**src/rtl/ps2_kbd_fifo_if.sv**
```systemverilog
// ---------------------------------------------------------------------------
// ps2_kbd_fifo_if
// CPU-side bus of the PS/2 keyboard receiver.
//   raw_mode   CPU -> kbd  1 = push raw scancodes, 0 = push translated chars
//   kbd_rd     CPU -> kbd  pop the FIFO head (one pop per cycle high)
//   err_clr    CPU -> kbd  clear the sticky error flags
//   kbd        kbd -> CPU  FIFO head, 0 when empty
//   kbd_strb   kbd -> CPU  FIFO not empty
//   kbd_count  kbd -> CPU  number of entries held
//   frame_err  kbd -> CPU  sticky parity / stop-bit / timeout error
//   overflow   kbd -> CPU  sticky push-while-full
// master = CPU bus logic, slave = keyboard receiver.
// ---------------------------------------------------------------------------
interface ps2_kbd_fifo_if #(
   parameter int FIFO_DEPTH = 8
);
   localparam int CW = $clog2(FIFO_DEPTH + 1);

   logic          raw_mode;
   logic          kbd_rd;
   logic          err_clr;
   logic [7:0]    kbd;
   logic          kbd_strb;
   logic [CW-1:0] kbd_count;
   logic          frame_err;
   logic          overflow;

   modport master (
      output raw_mode, kbd_rd, err_clr,
      input  kbd, kbd_strb, kbd_count, frame_err, overflow
   );

   modport slave (
      input  raw_mode, kbd_rd, err_clr,
      output kbd, kbd_strb, kbd_count, frame_err, overflow
   );
endinterface

```
**src/rtl/ps2_kbd_fifo.sv**
```systemverilog
// ---------------------------------------------------------------------------
// ps2_kbd_fifo
// PS/2 keyboard receiver for the 8-bit computer, fully in the system clock
// domain. Synchronises and filters the PS/2 lines, frames bytes (odd parity,
// stop bit, mid-frame timeout), tracks break/extended/shift state and pushes
// Apple-style characters (bit 7 set) or raw scancodes into an output FIFO.
// Ports:
//   clock       system clock
//   kbd_clr     asynchronous active-high reset
//   ps2_clk_in  raw PS/2 clock (asynchronous)
//   ps2_dat_in  raw PS/2 data  (asynchronous)
//   bus         CPU-side interface (slave modport), see ps2_kbd_fifo_if
// ---------------------------------------------------------------------------
module ps2_kbd_fifo #(
   parameter int FILTER_LEN  = 16,
   parameter int FIFO_DEPTH  = 8,
   parameter int TIMEOUT_CYC = 10000
) (
   input  logic           clock,
   input  logic           kbd_clr,
   input  logic           ps2_clk_in,
   input  logic           ps2_dat_in,
   ps2_kbd_fifo_if.slave  bus
);
   localparam int CW = $clog2(FIFO_DEPTH + 1);
   localparam int AW = $clog2(FIFO_DEPTH);
   localparam int TW = $clog2(TIMEOUT_CYC + 1);

   // ---------------- input conditioning ----------------
   // index 0 = PS/2 clock, index 1 = PS/2 data
   logic [1:0] w_raw;
   logic [1:0] w_filt;
   assign w_raw = {ps2_dat_in, ps2_clk_in};

   genvar gi;
   generate
      for (gi = 0; gi < 2; gi++) begin : g_line
         logic [1:0]            r_sync;
         logic [FILTER_LEN-1:0] r_hist;
         logic                  r_filt;

         always_ff @(posedge clock or posedge kbd_clr) begin
            if (kbd_clr) begin
               r_sync <= '1;
               r_hist <= '1;
               r_filt <= 1'b1;
            end else begin
               r_sync <= {r_sync[0], w_raw[gi]};
               r_hist <= {r_hist[FILTER_LEN-2:0], r_sync[1]};
               // Change only on a unanimous history; mixed history holds.
               if (&r_hist)
                  r_filt <= 1'b1;
               else if (~|r_hist)
                  r_filt <= 1'b0;
            end
         end
         assign w_filt[gi] = r_filt;
      end
   endgenerate

   logic r_clk_prev;
   logic w_fall;
   logic w_dat;
   assign w_fall = r_clk_prev & ~w_filt[0];
   assign w_dat  = w_filt[1];

   // ---------------- frame FSM ----------------
   typedef enum logic [1:0] {S_IDLE, S_DATA, S_PARITY, S_STOP} state_t;

   state_t        r_state, w_state_next;
   logic [2:0]    r_bitcnt, w_bitcnt_next;
   logic [7:0]    r_shift, w_shift_next;
   logic          r_parity, w_parity_next;
   logic [TW-1:0] r_to_cnt, w_to_cnt_next;
   logic          w_emit;
   logic          w_frame_bad;

   always_ff @(posedge clock or posedge kbd_clr) begin
      if (kbd_clr) begin
         r_clk_prev <= 1'b1;
         r_state    <= S_IDLE;
         r_bitcnt   <= '0;
         r_shift    <= '0;
         r_parity   <= 1'b0;
         r_to_cnt   <= '0;
      end else begin
         r_clk_prev <= w_filt[0];
         r_state    <= w_state_next;
         r_bitcnt   <= w_bitcnt_next;
         r_shift    <= w_shift_next;
         r_parity   <= w_parity_next;
         r_to_cnt   <= w_to_cnt_next;
      end
   end

   always_comb begin
      w_state_next  = r_state;
      w_bitcnt_next = r_bitcnt;
      w_shift_next  = r_shift;
      w_parity_next = r_parity;
      w_to_cnt_next = '0;
      w_emit        = 1'b0;
      w_frame_bad   = 1'b0;

      if (w_fall) begin
         case (r_state)
            S_IDLE: begin
               if (!w_dat) begin
                  w_state_next  = S_DATA;
                  w_bitcnt_next = '0;
               end
            end
            S_DATA: begin
               w_shift_next  = {w_dat, r_shift[7:1]};   // LSB arrives first
               w_bitcnt_next = r_bitcnt + 3'd1;
               if (r_bitcnt == 3'd7)
                  w_state_next = S_PARITY;
            end
            S_PARITY: begin
               w_parity_next = w_dat;
               w_state_next  = S_STOP;
            end
            S_STOP: begin
               if (w_dat && (^{r_shift, r_parity}))
                  w_emit = 1'b1;
               else
                  w_frame_bad = 1'b1;
               w_state_next = S_IDLE;
            end
            default: w_state_next = S_IDLE;
         endcase
      end else if (r_state != S_IDLE) begin
         // Gap since the last falling edge is too long: drop the partial byte.
         if (r_to_cnt == TW'(TIMEOUT_CYC - 1)) begin
            w_state_next = S_IDLE;
            w_frame_bad  = 1'b1;
         end else begin
            w_to_cnt_next = r_to_cnt + TW'(1);
         end
      end
   end

   // ---------------- decoder ----------------
   logic       r_emit;
   logic [7:0] r_byte;
   logic       r_break, w_break_next;
   logic       r_ext, w_ext_next;
   logic       r_lshift, w_lshift_next;
   logic       r_rshift, w_rshift_next;
   logic       w_push;
   logic [7:0] w_push_data;
   logic [8:0] w_xl;

   // {valid, character}; letters map the same shifted or not.
   function automatic logic [8:0] xlate(input logic [7:0] sc, input logic sh);
      logic [8:0] res;
      res = 9'h000;
      case (sc)
         8'h1C: res = 9'h1C1;  8'h32: res = 9'h1C2;  8'h21: res = 9'h1C3;
         8'h23: res = 9'h1C4;  8'h24: res = 9'h1C5;  8'h2B: res = 9'h1C6;
         8'h34: res = 9'h1C7;  8'h33: res = 9'h1C8;  8'h43: res = 9'h1C9;
         8'h3B: res = 9'h1CA;  8'h42: res = 9'h1CB;  8'h4B: res = 9'h1CC;
         8'h3A: res = 9'h1CD;  8'h31: res = 9'h1CE;  8'h44: res = 9'h1CF;
         8'h4D: res = 9'h1D0;  8'h15: res = 9'h1D1;  8'h2D: res = 9'h1D2;
         8'h1B: res = 9'h1D3;  8'h2C: res = 9'h1D4;  8'h3C: res = 9'h1D5;
         8'h2A: res = 9'h1D6;  8'h1D: res = 9'h1D7;  8'h22: res = 9'h1D8;
         8'h35: res = 9'h1D9;  8'h1A: res = 9'h1DA;
         default: res = 9'h000;
      endcase
      if (!res[8]) begin
         if (sh) begin
            case (sc)
               8'h52: res = 9'h1A2;  8'h16: res = 9'h1A1;  8'h1E: res = 9'h1C0;
               8'h26: res = 9'h1A3;  8'h25: res = 9'h1A4;  8'h2E: res = 9'h1A5;
               8'h36: res = 9'h1DE;  8'h3D: res = 9'h1A6;  8'h46: res = 9'h1A8;
               8'h45: res = 9'h1A9;  8'h3E: res = 9'h1AA;  8'h55: res = 9'h1AB;
               8'h41: res = 9'h1BC;  8'h49: res = 9'h1BE;  8'h4A: res = 9'h1BF;
               8'h4C: res = 9'h1BA;
               default: res = 9'h000;
            endcase
         end else begin
            case (sc)
               8'h45: res = 9'h1B0;  8'h16: res = 9'h1B1;  8'h1E: res = 9'h1B2;
               8'h26: res = 9'h1B3;  8'h25: res = 9'h1B4;  8'h2E: res = 9'h1B5;
               8'h36: res = 9'h1B6;  8'h3D: res = 9'h1B7;  8'h3E: res = 9'h1B8;
               8'h46: res = 9'h1B9;  8'h29: res = 9'h1A0;  8'h5A: res = 9'h18D;
               8'h76: res = 9'h19B;  8'h52: res = 9'h1A7;  8'h55: res = 9'h1BD;
               8'h4C: res = 9'h1BB;  8'h41: res = 9'h1AC;  8'h4E: res = 9'h1AD;
               8'h49: res = 9'h1AE;  8'h4A: res = 9'h1AF;
               default: res = 9'h000;
            endcase
         end
      end
      return res;
   endfunction

   assign w_xl = xlate(r_byte, r_lshift | r_rshift);

   always_comb begin
      w_break_next  = r_break;
      w_ext_next    = r_ext;
      w_lshift_next = r_lshift;
      w_rshift_next = r_rshift;
      w_push        = 1'b0;
      w_push_data   = r_byte;

      if (r_emit) begin
         if (bus.raw_mode)
            w_push = 1'b1;
         if (r_byte == 8'hF0) begin
            w_break_next = 1'b1;
         end else if (r_byte == 8'hE0) begin
            w_ext_next = 1'b1;
         end else if (r_break) begin
            w_break_next = 1'b0;
            w_ext_next   = 1'b0;
            if (r_byte == 8'h12) w_lshift_next = 1'b0;
            if (r_byte == 8'h59) w_rshift_next = 1'b0;
         end else if (r_byte == 8'h12 || r_byte == 8'h59) begin
            // E0 12 is a fake shift sent around some extended keys.
            if (!r_ext) begin
               if (r_byte == 8'h12) w_lshift_next = 1'b1;
               else                 w_rshift_next = 1'b1;
            end
            w_ext_next = 1'b0;
         end else if (r_ext) begin
            w_ext_next = 1'b0;
            if (!bus.raw_mode) begin
               case (r_byte)
                  8'h6B: begin w_push = 1'b1; w_push_data = 8'h88; end
                  8'h74: begin w_push = 1'b1; w_push_data = 8'h95; end
                  8'h5A: begin w_push = 1'b1; w_push_data = 8'h8D; end
                  default: w_push = 1'b0;
               endcase
            end
         end else if (!bus.raw_mode && w_xl[8]) begin
            w_push      = 1'b1;
            w_push_data = w_xl[7:0];
         end
      end
   end

   always_ff @(posedge clock or posedge kbd_clr) begin
      if (kbd_clr) begin
         r_emit   <= 1'b0;
         r_byte   <= '0;
         r_break  <= 1'b0;
         r_ext    <= 1'b0;
         r_lshift <= 1'b0;
         r_rshift <= 1'b0;
      end else begin
         r_emit   <= w_emit;
         if (w_emit)
            r_byte <= r_shift;
         r_break  <= w_break_next;
         r_ext    <= w_ext_next;
         r_lshift <= w_lshift_next;
         r_rshift <= w_rshift_next;
      end
   end

   // ---------------- output FIFO ----------------
   logic [7:0]    r_mem [FIFO_DEPTH];
   logic [AW-1:0] r_rd_ptr, r_wr_ptr, w_rd_next;
   logic [CW-1:0] r_count, w_count_next, w_after_pop;
   logic [7:0]    r_kbd;
   logic          r_frame_err, r_overflow;
   logic          w_pop, w_full, w_push_ok, w_ovf_set;

   assign w_pop        = bus.kbd_rd && (r_count != '0);
   assign w_full       = (r_count == CW'(FIFO_DEPTH));
   assign w_push_ok    = w_push && (!w_full || w_pop);
   assign w_ovf_set    = w_push && w_full && !w_pop;
   assign w_rd_next    = r_rd_ptr + AW'(w_pop);
   assign w_after_pop  = r_count - CW'(w_pop);
   assign w_count_next = w_after_pop + CW'(w_push_ok);

   always_ff @(posedge clock) begin
      if (w_push_ok)
         r_mem[r_wr_ptr] <= w_push_data;
   end

   always_ff @(posedge clock or posedge kbd_clr) begin
      if (kbd_clr) begin
         r_rd_ptr    <= '0;
         r_wr_ptr    <= '0;
         r_count     <= '0;
         r_kbd       <= '0;
         r_frame_err <= 1'b0;
         r_overflow  <= 1'b0;
      end else begin
         r_rd_ptr <= w_rd_next;
         r_wr_ptr <= r_wr_ptr + AW'(w_push_ok);
         r_count  <= w_count_next;
         // Registered head; bypass the incoming byte when it becomes head.
         if (w_count_next == '0)
            r_kbd <= 8'h00;
         else if (w_after_pop == '0)
            r_kbd <= w_push_data;
         else
            r_kbd <= r_mem[w_rd_next];
         // A new error in the clearing cycle keeps the flag set.
         r_frame_err <= w_frame_bad | (r_frame_err & ~bus.err_clr);
         r_overflow  <= w_ovf_set   | (r_overflow  & ~bus.err_clr);
      end
   end

   assign bus.kbd       = r_kbd;
   assign bus.kbd_strb  = (r_count != '0);
   assign bus.kbd_count = r_count;
   assign bus.frame_err = r_frame_err;
   assign bus.overflow  = r_overflow;
endmodule
```
**src/flat_wrapper.sv**
```systemverilog
// flat-port wrapper written by rule: the top's interface ports become plain ports
module ps2_kbd_fifo_flat 
#(
   parameter int FILTER_LEN  = 16,
   parameter int FIFO_DEPTH  = 8,
   parameter int TIMEOUT_CYC = 10000
)
  (clock, kbd_clr, ps2_clk_in, ps2_dat_in, bus_raw_mode, bus_kbd_rd, bus_err_clr, bus_kbd, bus_kbd_strb, bus_kbd_count, bus_frame_err, bus_overflow);
  ps2_kbd_fifo_if #(.FIFO_DEPTH(FIFO_DEPTH)) bus_i ();
  input  logic clock;
  input  logic kbd_clr;
  input  logic ps2_clk_in;
  input  logic ps2_dat_in;
  input wire logic [$bits(bus_i.raw_mode)-1:0] bus_raw_mode;
  input wire logic [$bits(bus_i.kbd_rd)-1:0] bus_kbd_rd;
  input wire logic [$bits(bus_i.err_clr)-1:0] bus_err_clr;
  output wire logic [$bits(bus_i.kbd)-1:0] bus_kbd;
  output wire logic [$bits(bus_i.kbd_strb)-1:0] bus_kbd_strb;
  output wire logic [$bits(bus_i.kbd_count)-1:0] bus_kbd_count;
  output wire logic [$bits(bus_i.frame_err)-1:0] bus_frame_err;
  output wire logic [$bits(bus_i.overflow)-1:0] bus_overflow;
  assign bus_i.raw_mode = bus_raw_mode;
  assign bus_i.kbd_rd = bus_kbd_rd;
  assign bus_i.err_clr = bus_err_clr;
  assign bus_kbd = bus_i.kbd;
  assign bus_kbd_strb = bus_i.kbd_strb;
  assign bus_kbd_count = bus_i.kbd_count;
  assign bus_frame_err = bus_i.frame_err;
  assign bus_overflow = bus_i.overflow;
  ps2_kbd_fifo #(.FILTER_LEN(FILTER_LEN), .FIFO_DEPTH(FIFO_DEPTH), .TIMEOUT_CYC(TIMEOUT_CYC)) u_core (.clock(clock), .kbd_clr(kbd_clr), .ps2_clk_in(ps2_clk_in), .ps2_dat_in(ps2_dat_in), .bus(bus_i));
endmodule
```
**config.mk**
```make
export PLATFORM = sky130hd
export DESIGN_NAME = ps2_kbd_fifo_flat
export DESIGN_NICKNAME = d
export VERILOG_FILES = /design/src/rtl/ps2_kbd_fifo_if.sv /design/src/rtl/ps2_kbd_fifo.sv /design/src/flat_wrapper.sv
export SDC_FILE = /design/constraint.sdc
export NUM_CORES = 1
export LEC_CHECK = 0
export ABC_AREA = 1
export CORE_ASPECT_RATIO = 1.75
export CORE_UTILIZATION = 45
export CTS_BUF_LIST = sky130_fd_sc_hd__clkbuf_8 sky130_fd_sc_hd__clkbuf_16
export CTS_CLUSTER_SIZE = 14
export DETAILED_ROUTE_END_ITERATION = 12
export GPL_TIMING_DRIVEN = 0
export PLACE_DENSITY_LB_ADDON = 0.12
export SLEW_MARGIN = 20
export SYNTH_ARGS = -nofsm -noshare
export SYNTH_HDL_FRONTEND = slang
export SYNTH_SLANG_ARGS = --single-unit
```
**constraint.sdc**
```tcl
create_clock -name clock -period 3.9 [get_ports clock]
set_input_delay 0.585 -clock clock [delete_from_list [all_inputs] [get_ports clock]]
set_output_delay 0.585 -clock clock [all_outputs]
set_load 0.1 [all_outputs]
```
==> results of run 1 <==
-- sequential cells by signal, summed over array words and instances (netlist names), 2 cells and up --
register	count
u_core.r_mem	64
u_core.g_line.r_hist	32
u_core.r_to_cnt	14
u_core.bus.kbd	8
u_core.r_byte	8
u_core.r_shift	8
u_core.bus.kbd_count	4
u_core.g_line.r_sync	4
u_core.r_bitcnt	3
u_core.r_rd_ptr	3
u_core.r_wr_ptr	3
u_core.g_line.r_filt	2
u_core.r_state	2
-- per-stage QoR --
stage / hold slack, ns / setup slack [ns] / instances / setup TNS [ns] / cell area (µm²)
after floorplan: 0.345 / 0.0277 / 927 / 0 / 8170
after global placement: 0.347 / -0.914 / 1179 / -65.94 / 8670
after detailed placement: 0.347 / -0.659 / 1180 / -10.93 / 8700
after CTS: 0.355 / 0.00969 / 1216 / 0 / 9390
after global routing: 0.355 / -0.0298 / 1226 / -0.144 / 9590
final: 0.355 / 0.158 / 1226 / 0 / 9590
-- metal layers --
layer | wire length (µm) | share of wire [%]
met3 | 464 | 2.2
met2 | 12100 | 57
met4 | 952 | 4.5
met1 | 7670 | 36
met5 | 0 | 0
-- critical path, delay by kind of cell, from the launching register on --
kind,cells,cell delay (ns)
compound gates,1,0.18
xor+xnor,1,0.15
fa+ha+maj,2,0.38
buf+inv,4,0.30
flops,1,0.50
simple gates,15,2.08
-- where the power goes --
group	internal, µW	switching (µW)
sequential	1910	45.0
combinational	548	1330
clock	984	748
total	3440	2120
-- worst max path at each step --
stage | slack [ns] | end | from | depth (start not counted)
2_1_floorplan | 0.03 | u_core.bus.kbd[6] | u_core.bus.kbd_count[2] | 16
3_5_place_dp | -0.66 | u_core.bus.kbd[3] | u_core.r_byte[1] | 26
6_report | 0.16 | u_core.bus.kbd[3] | u_core.r_byte[4] | 23
4_1_cts | 0.01 | u_core.bus.kbd[3] | u_core.r_byte[1] | 24
5_1_grt | -0.03 | u_core.bus.kbd[3] | u_core.r_byte[1] | 26
3_3_place_gp | -0.91 | u_core.bus.kbd[5] | kbd_clr | 2
-- cells by family (layout without fill, tap and decap cells) --
family                   count (synthesis)  count (layout)  share of synthesized area [%]
adder cells (fa/ha/maj)                 22              22                           3.37
AND/OR/NAND/NOR                        457             457                           24.2
XOR/XNOR                                13              13                           1.40
flip-flops                             164             164                           54.8
buffers and inverters                  131             199                           6.18
AO/OA/AOI/OAI                          140             140                           10.0
-- what timing repair did --
action,in CTS,in global routing
hold buffers,0,0
pin swaps,5,13
resized for setup,14,34
hold endpoints to repair,0,0
buffers inserted,5,10
endpoints found under the setup margin,56,22
-- layout make-up --
class	count	area [µm²]	area share, %
inverters	108	414	4.32
multi-input cells	632	3350	35.0
repair buffers	37	354	3.69
clock buffers	18	439	4.58
plain buffers	22	95.1	0.991
flip-flops and latches	164	4480	46.7
clock inverters	14	171	1.79
well taps	231	289	3.01
-- layout by cell type, fill, tap and decap left out, types with 3 or more instances in the layout --
cell               n
nand2_1          229
nand3_2            3
a31oi_1            8
o21ai_2            4
ha_4               4
inv_2             11
clkdlybuf4s50_1   21
buf_2              4
clkinv_4           3
nor2_4             5
o22ai_1            3
edfxtp_1          64
nand3_1           55
a21oi_1           51
nand4_1           17
xnor2_1            6
nor2_1            82
ha_1              18
nor2_2            13
inv_1             95
inv_6              3
a22oi_1            7
or2_2              3
nand2_2           11
o21ai_0           48
nand3b_1           3
dfstp_2           39
clkbuf_1          16
nor4_1            10
clkbuf_16         17
xor2_1             6
inv_8              3
a221o_1            7
dfrtp_1           59
nor3_1            14
nand2_4            5
buf_4             16
==> flow_metrics.py, run 1 <==
metrics = {
    "power": {
        "power_density_nw_per_um2": 580,
        "ir_drop_mv": 0.492,
        "power.leakage_uw": 0.00414,
        "power_uw": 5560,
    },
    "drt": {
        "wire_per_inst_um": 17.3,
        "dr.first_iter.drc_count": 344,
        "antenna_left": 0,
        "drc": 0,
        "wirelength_um": 21200,
        "viasPerCell": 5.29,
        "firstDrtPassIters": 5,
        "vias": 6485,
    },
    "global_routing": {
        "gr-usage-all-layers_pct": 23.6,
        "globalRouteMet3Util_pct": 2.97,
        "grt_max_degree": 80,
        "grt.met2_usage_pct": 46.0,
        "gr-usage-met1_pct": 23.1,
        "grt_pass1_wl_um": 34000,
        "grt_pass1_vias": 6755,
        "grt.busiest_layer": "met2",
        "overflow": 0,
        "antenna_found_initial": 0,
    },
    "sta": {
        "maxSlewHeadroom_pct": 31.9,
        "tightestPinTransition_ns": 1.02,
        "slew_viol_final": 0,
        "hold_viol": 0,
        "max_freq_mhz": 267,
        "min_period_ns": 3.74,
        "finalClockSkew_ns": 0.0151,
        "layout_worst_path_cycle_share_pct": 95.9,
        "setup_viol": 0,
    },
    "synth": {
        "yosys_register_bits": 164,
        "synth_area_leader_cell": "edfxtp_1",
        "yosys-top-cells-count": "nand2_1, inv_1, nor2_1, edfxtp_1, dfrtp_1",
        "yosys_most_used_dff": "edfxtp_1",
        "syn-num-nets": 956,
        "async_reset_ff_share_pct": 61.0,
        "synth_most_common_cell": "nand2_1",
        "netlist_top_cells_area": "edfxtp_1, dfrtp_1, dfstp_2, nand2_1, inv_1",
        "synth.distinct_cells": 47,
        "synth_top_area_share_pct": 23.5,
        "synth_warnings": 0,
        "synthCells": 927,
        "seq_area_frac_synth_pct": 54.8,
        "syn_avg_cell_area_um2": 8.80,
        "syn_area_um2": 8160,
        "synth_edf_count": 64,
    },
    "worst_setup_path": {
        "crit_chain": "inv_2, nand2_1, nor2_1, nand2_2, nand3_1, nor2_1, nand2_1, nand2_1, nand3_2, nand2_4, inv_2, nand2_2, nand2_2, a22oi_4, nor2_4, ha_4, ha_1, xnor2_2, or4_4, nand2_1, inv_1, nand2_1, inv_1",
        "reg2reg_from": "u_core.r_byte[4]",
        "start_kind": "register",
        "crit_top_cell": "nand2_1",
        "cp.arrival_ns": 4.06,
        "r2r_cells": 23,
        "path_class": "register to register",
        "worst_path_largest_cell_delay_ns": 0.61,
        "cp_slowest_cell": "or4_4",
        "path_max_fanout": 8,
        "reg2reg_to": "u_core.bus.kbd[3]",
        "worstPathRequired_ns": 4.22,
        "reg2reg_slack_ns": 0.16,
        "worstSetupEndpointType": "register",
    },
    "floorplanning": {
        "io-pin-count": 22,
        "core_area_um2": 17600,
        "die_height_um": 180,
        "start_util_pct": 46.3,
        "row_count": 64,
        "die_area_um2": 18700,
        "fp.dieW_um": 104,
    },
    "cells_and_area": {
        "num-nets-final": 1011,
        "syn_to_final_growth_pct": 17.5,
        "fillCellCount": 1659,
        "fin_util_pct": 54.5,
        "antennaDiodeCount": 0,
        "drive_above_1_share_pct": 16.1,
    },
    "cts": {
        "cts_made_buffers": 17,
        "cts-htree-levels": 4,
        "path_clk_slew_ns": 0.07,
        "clock_latency_ns": 0.43,
        "cts.sinks": 164,
        "root_buffer": "clkbuf_16",
        "tritoncts": "done",
        "clockBufferDepth": 2,
    },
    "min_path": {
        "worstHoldStart": "u_core.g_line[1].r_sync[0]",
        "holdPathEnd": "u_core.g_line[1].r_sync[1]",
        "hold_path.class": "register to register",
        "whs_path_depth": 0,
    },
    "run": {
        "drv_cap": 0,
    },
    "status": {
        "status": "finished, final reports clean",
    },
    "place": {
        "gp_congestion": 0.971,
        "hpwl_um": 15700,
        "port-buffer-count": 21,
    },
}
Note: power is estimated with default switching activity, not from simulation.
==> inputs of run 2 (changes only) <==
CORE_MARGIN = 3   (was unset)
CTS_CLUSTER_SIZE = unset   (was 14)
==> run 2 against run 1 <==
Effect of this change: critical endpoint unchanged; worst setup slack gained 0.0071 ns; cell area is essentially flat; maximum frequency grew 0.19%; critical path depth grew 1; highest routed layer unchanged; largest power group unchanged; power is essentially flat.
==> flow_metrics.py, run 2 (synthesized netlist as in run 1, its figures left out) <==
metrics = {
    "status": {
        "status": "finished, final reports clean",
    },
    "sta": {
        "maxSlewHeadroom_pct": 28.8,
        "min_period_ns": 3.73,
        "tightestPinTransition_ns": 1.06,
        "slew_viol_final": 0,
        "setup_viol": 0,
        "finalClockSkew_ns": 0.0146,
        "layout_worst_path_cycle_share_pct": 95.8,
        "tns_ns": 0,
        "hold_viol": 0,
        "max_freq_mhz": 268,
        "holdWs_ns": 0.357,
    },
    "drt": {
        "drc": 0,
        "firstDrtPassIters": 5,
        "dr.first_iter.drc_count": 347,
        "antenna_left": 0,
        "wire_per_inst_um": 17.1,
        "vias": 6551,
        "viasPerCell": 5.36,
        "wirelength_um": 20900,
    },
    "cts": {
        "cts.sinks": 164,
        "path_clk_slew_ns": 0.07,
        "cts-htree-levels": 4,
        "root_buffer": "clkbuf_16",
        "clock_latency_ns": 0.43,
        "tritoncts": "done",
        "hold_buffers": 0,
        "clockBufferDepth": 2,
        "cts_made_buffers": 17,
    },
    "floorplanning": {
        "io-pin-count": 22,
        "row_count": 64,
        "die_height_um": 184,
        "die_area_um2": 19900,
        "fp.dieW_um": 108,
        "core_area_um2": 17600,
        "start_util_pct": 46.3,
    },
    "worst_setup_path": {
        "worst_path_largest_cell_delay_ns": 0.63,
        "crit_buf_inv": 4,
        "cp_slowest_cell": "or4_4",
        "start_kind": "register",
        "worstSetupEndpointType": "register",
        "path_class": "register to register",
        "crit_chain": "buf_4, nor2_1, nand2_1, nor2_4, nor2_1, nand2_1, nor2_1, nand2_1, nand2_1, nand3_2, nand2_4, inv_2, nand2_2, nand2_2, a22oi_4, nor2_4, ha_4, ha_1, xnor2_2, or4_4, nand2_2, inv_1, nand2_1, inv_1",
        "cp.arrival_ns": 4.05,
        "reg2reg_from": "u_core.r_byte[2]",
        "startpoint": "u_core.r_byte[2]",
        "cp_top_family": "simple AND/OR/NAND/NOR gates",
        "path_max_fanout": 10,
        "worstPathRequired_ns": 4.22,
        "crit_top_cell": "nand2_1",
    },
    "power": {
        "power.leakage_uw": 0.00412,
        "power_uw": 5560,
        "ir_drop_mv": 0.467,
        "power_density_nw_per_um2": 580,
    },
    "global_routing": {
        "grt_max_degree": 55,
        "overflow": 0,
        "antenna_found_initial": 0,
        "grt_pass1_wl_um": 33500,
        "grt_pass1_vias": 6711,
        "gr-usage-met1_pct": 22.0,
        "grt.met2_usage_pct": 42.4,
        "gr-usage-all-layers_pct": 22.0,
        "globalRouteMet3Util_pct": 3.22,
        "grt.busiest_layer": "met2",
    },
    "cells_and_area": {
        "largest_reg_flops": 64,
        "fin_util_pct": 54.4,
        "reg_top3": "u_core.r_mem: 64 flops, u_core.g_line.r_hist: 32 flops, u_core.r_to_cnt: 14 flops",
        "num-nets-final": 1007,
        "regMostFlops": "u_core.r_mem",
        "antennaDiodeCount": 0,
        "final_common_cell": "nand2_1",
        "syn_to_final_growth_pct": 17.5,
        "final_cell_mix": "nand2_1, inv_1, nor2_1, edfxtp_1, dfrtp_1",
        "drive_above_1_share_pct": 16.4,
    },
    "min_path": {
        "hold_path.class": "register to register",
        "worstHoldStart": "u_core.g_line[1].r_sync[1]",
    },
    "place": {
        "port-buffer-count": 21,
        "gp_congestion": 1.01,
        "hpwl_um": 15600,
    },
    "run": {
        "drv_cap": 0,
    },
}
[run 2: changes by cell type in the layout (fill, tap and decap cells not counted), sizes merged]
cell	delta
inv	+1
clkinvlp	-1
buf	-4
[run 2: layout make-up]
type	instances	area (µm²)
fill	1616	8030
sequential	164	4480
multi-input combinational	632	3380
clock buffer	18	439
inverter	108	420
timing repair buffer	33	320
tap	231	289
clock inverter	14	169
buffer	22	95.1
[run 2: final timing paths]
kind	slack [ns]	end	cells past startpoint
min reg2reg	0.36	u_core.g_line[1].r_hist[0]	0
max in group asynchronous	2.69	u_core.g_line[1].r_hist[2]	3
min in group asynchronous	0.58	u_core.r_shift[0]	2
max reg2reg	0.17	u_core.bus.kbd[3]	24
min	0.36	u_core.g_line[1].r_hist[0]	0
max	0.17	u_core.bus.kbd[3]	24
[run 2: through the flow]
| step | instance area [µm²] | instances | worst slack (ns) |
|---|---|---|---|
| 6_report | 9590 | 1222 | 0.166 |
| 5_1_grt | 9590 | 1222 | -0.0379 |
| 4_1_cts | 9380 | 1216 | 0.00230 |
| 3_5_place_dp | 8700 | 1180 | -0.612 |
| 3_3_place_gp | 8670 | 1179 | -0.865 |
| 2_1_floorplan | 8170 | 927 | 0.0277 |
[run 2: repair_timing]
item,4_1_cts,5_1_grt
setup endpoints to repair,44,48
resized for setup,15,45
pin swaps,3,6
buffers inserted,5,6
[run 2: metal layers]
metal  wire length (µm)  share of wire (%)
met1               7500                 36
met2              11800                 56
met3                577                2.8
met4               1030                4.9
met5                  0                  0
[run 2: report_power, final]
group	switching [µW]	internal, µW	total [µW]
sequential	46.5	1910	1950
clock	739	982	1720
combinational	1340	552	1890
==> inputs of run 3 (changes only) <==
HOLD_SLACK_MARGIN = 0.15   (was unset)
PLACE_DENSITY = 0.72   (was unset)
PLACE_DENSITY_LB_ADDON = unset   (was 0.12)
==> run 3 against run 2 <==
Effect of this change: sequential power about the same; utilization up 0.21 points; via count up 0.82%; flip-flop and latch count unchanged; power shrank 1.7%; clock skew shrank 0.0038 ns; non-clock buffer count rose by 8; wire length is 0.86% higher; combinational power about the same; first-iteration DRC count grew 18%; highest routed layer unchanged.
==> flow_metrics.py, run 3 (synthesized netlist as in run 1, its figures left out) <==
metrics = {
    "sta": {
        "hold_viol": 0,
        "max_freq_mhz": 265,
        "layout_worst_path_cycle_share_pct": 96.9,
        "finalClockSkew_ns": 0.0108,
        "maxSlewHeadroom_pct": 28.5,
        "min_period_ns": 3.78,
        "setup_viol": 0,
        "slew_viol_final": 0,
        "tightestPinTransition_ns": 1.07,
    },
    "cts": {
        "cts-htree-levels": 4,
        "clockBufferDepth": 2,
        "cts.sinks": 164,
        "cts_made_buffers": 17,
        "root_buffer": "clkbuf_16",
        "clock_latency_ns": 0.43,
        "path_clk_slew_ns": 0.07,
        "tritoncts": "done",
    },
    "cells_and_area": {
        "finalNonFillerCells": 1230,
        "drive_above_1_share_pct": 17.3,
        "syn_to_final_growth_pct": 18.0,
        "regMostFlops": "u_core.r_mem",
        "largest_reg_flops": 64,
        "final_common_cell": "nand2_1",
        "fin_area_um2": 9630,
        "final_cell_mix": "nand2_1, inv_1, nor2_1, edfxtp_1, dfrtp_1",
        "reg_top3": "u_core.r_mem: 64 flops, u_core.g_line.r_hist: 32 flops, u_core.r_to_cnt: 14 flops",
        "antennaDiodeCount": 0,
        "num-nets-final": 1015,
    },
    "min_path": {
        "whs_path_depth": 0,
        "holdPathEnd": "u_core.g_line[0].r_hist[0]",
        "worstHoldStart": "u_core.g_line[0].r_sync[1]",
        "hold_path.class": "register to register",
    },
    "floorplanning": {
        "row_count": 64,
        "start_util_pct": 46.3,
        "die_height_um": 184,
        "io-pin-count": 22,
        "fp.dieW_um": 108,
        "core_area_um2": 17600,
        "die_area_um2": 19900,
    },
    "drt": {
        "firstDrtPassIters": 5,
        "dr.first_iter.drc_count": 411,
        "vias": 6605,
        "drc": 0,
        "wire_per_inst_um": 17.1,
        "antenna_left": 0,
        "viasPerCell": 5.37,
        "wirelength_um": 21100,
    },
    "worst_setup_path": {
        "path_class": "register to register",
        "worstSetupEndpointType": "register",
        "reg2reg_slack_ns": 0.12,
        "worstPathRequired_ns": 4.22,
        "start_kind": "register",
        "cp.arrival_ns": 4.10,
        "reg2reg_to": "u_core.bus.kbd[3]",
        "reg2reg_from": "u_core.r_byte[0]",
        "r2r_cells": 23,
        "path_max_fanout": 8,
    },
    "power": {
        "power_uw": 5460,
        "ir_drop_mv": 0.315,
        "power.leakage_uw": 0.00415,
        "power_density_nw_per_um2": 568,
    },
    "run": {
        "drv_cap": 0,
    },
    "global_routing": {
        "overflow": 0,
        "grt_max_degree": 72,
        "gr-usage-all-layers_pct": 22.0,
        "antenna_found_initial": 0,
        "grt_pass1_vias": 6851,
        "grt_pass1_wl_um": 33800,
    },
    "place": {
        "hpwl_um": 15400,
        "placed_cell_area_um2": 8700,
        "port-buffer-count": 21,
        "dp.cells": 1180,
        "gp_congestion": 1.04,
    },
    "status": {
        "status": "finished, final reports clean",
    },
}
==> run 3: cell types whose count changed in the layout (fill, tap and decap cells not counted), sizes merged <==
cell | before | now
bufinv | 2 | 1
clkinv | 5 | 2
inv | 114 | 115
buf | 18 | 26
clkinvlp | 1 | 5
clkbuf | 34 | 33
==> run 3: through the flow <==
step	hold slack, ns	TNS (ns)	setup slack, ns	utilization [%]
finish	0.356	0	0.119	54.6
global placement	0.346	-54.05	-0.792	49.2
detailed placement	0.348	-7.03	-0.585	49.4
global route	0.360	-0.216	-0.0489	54.6
CTS	0.358	0	0.00202	53.1
floorplan	0.345	0	0.0277	-
==> run 3: layout make-up <==
class / count / area [µm²]
fillers: 1601 / 7990
flip-flops and latches: 164 / 4480
multi-input cells: 632 / 3410
clock buffers: 17 / 425
inverters: 108 / 417
repair buffers: 41 / 384
well taps: 231 / 289
clock inverters: 15 / 134
plain buffers: 22 / 95.1
==> run 3: power breakdown <==
part	switching (µW)	leakage, µW	total (µW)	internal (µW)
Clock	714	0.000274	1600	886
Combinational	1330	0.00221	1910	579
Sequential	45.6	0.00166	1950	1910
==> run 3: worst max-delay path by stage <==
stage	startpoint	slack [ns]	to
5_1_grt	u_core.r_byte[0]	-0.05	u_core.bus.kbd[0]
3_5_place_dp	u_core.r_byte[1]	-0.58	u_core.bus.kbd[5]
4_1_cts	u_core.r_byte[5]	0.002	u_core.bus.kbd[5]
6_report	u_core.r_byte[0]	0.12	u_core.bus.kbd[3]
3_3_place_gp	kbd_clr	-0.79	u_core.bus.kbd_count[3]
2_1_floorplan	u_core.bus.kbd_count[2]	0.03	u_core.bus.kbd[6]
==> run 3: worst max-delay path: stages (launching register included) <==
cell	delay, ns
dfrtp_2	0.36
buf_4	0.12
buf_4	0.16
ha_1	0.15
inv_1	0.05
o21ai_1	0.34
nand2_1	0.15
o21ai_0	0.22
nand2_2	0.14
nand3_2	0.12
nand2_4	0.07
inv_4	0.09
nand2_2	0.06
nand2_2	0.09
a22oi_4	0.08
nor2_4	0.16
ha_4	0.15
ha_2	0.18
xnor2_2	0.08
or4_4	0.63
nand2_2	0.10
inv_1	0.05
nand2_2	0.07
inv_1	0.04
==> run 3: metal layers <==
metal | up-vias | routed length, µm | GRT usage, %
met5 | - | 0 | 0
met4 | 0 | 1270 | 12.5
met3 | 88 | 711 | 3.36
met2 | 219 | 11800 | 42.3
met1 | 3095 | 7320 | 21.7
li1 | 3203 | - | -
==> run 3: timing repair <==
| item | CTS | global route |
|---|---|---|
| pin swaps | 4 | 19 |
| resized for setup | 11 | 51 |
| setup buffers | 9 | 10 |
| setup endpoints to repair | 48 | 48 |
| hold buffers | 0 | 0 |
| endpoints found under the hold margin | 0 | 0 |
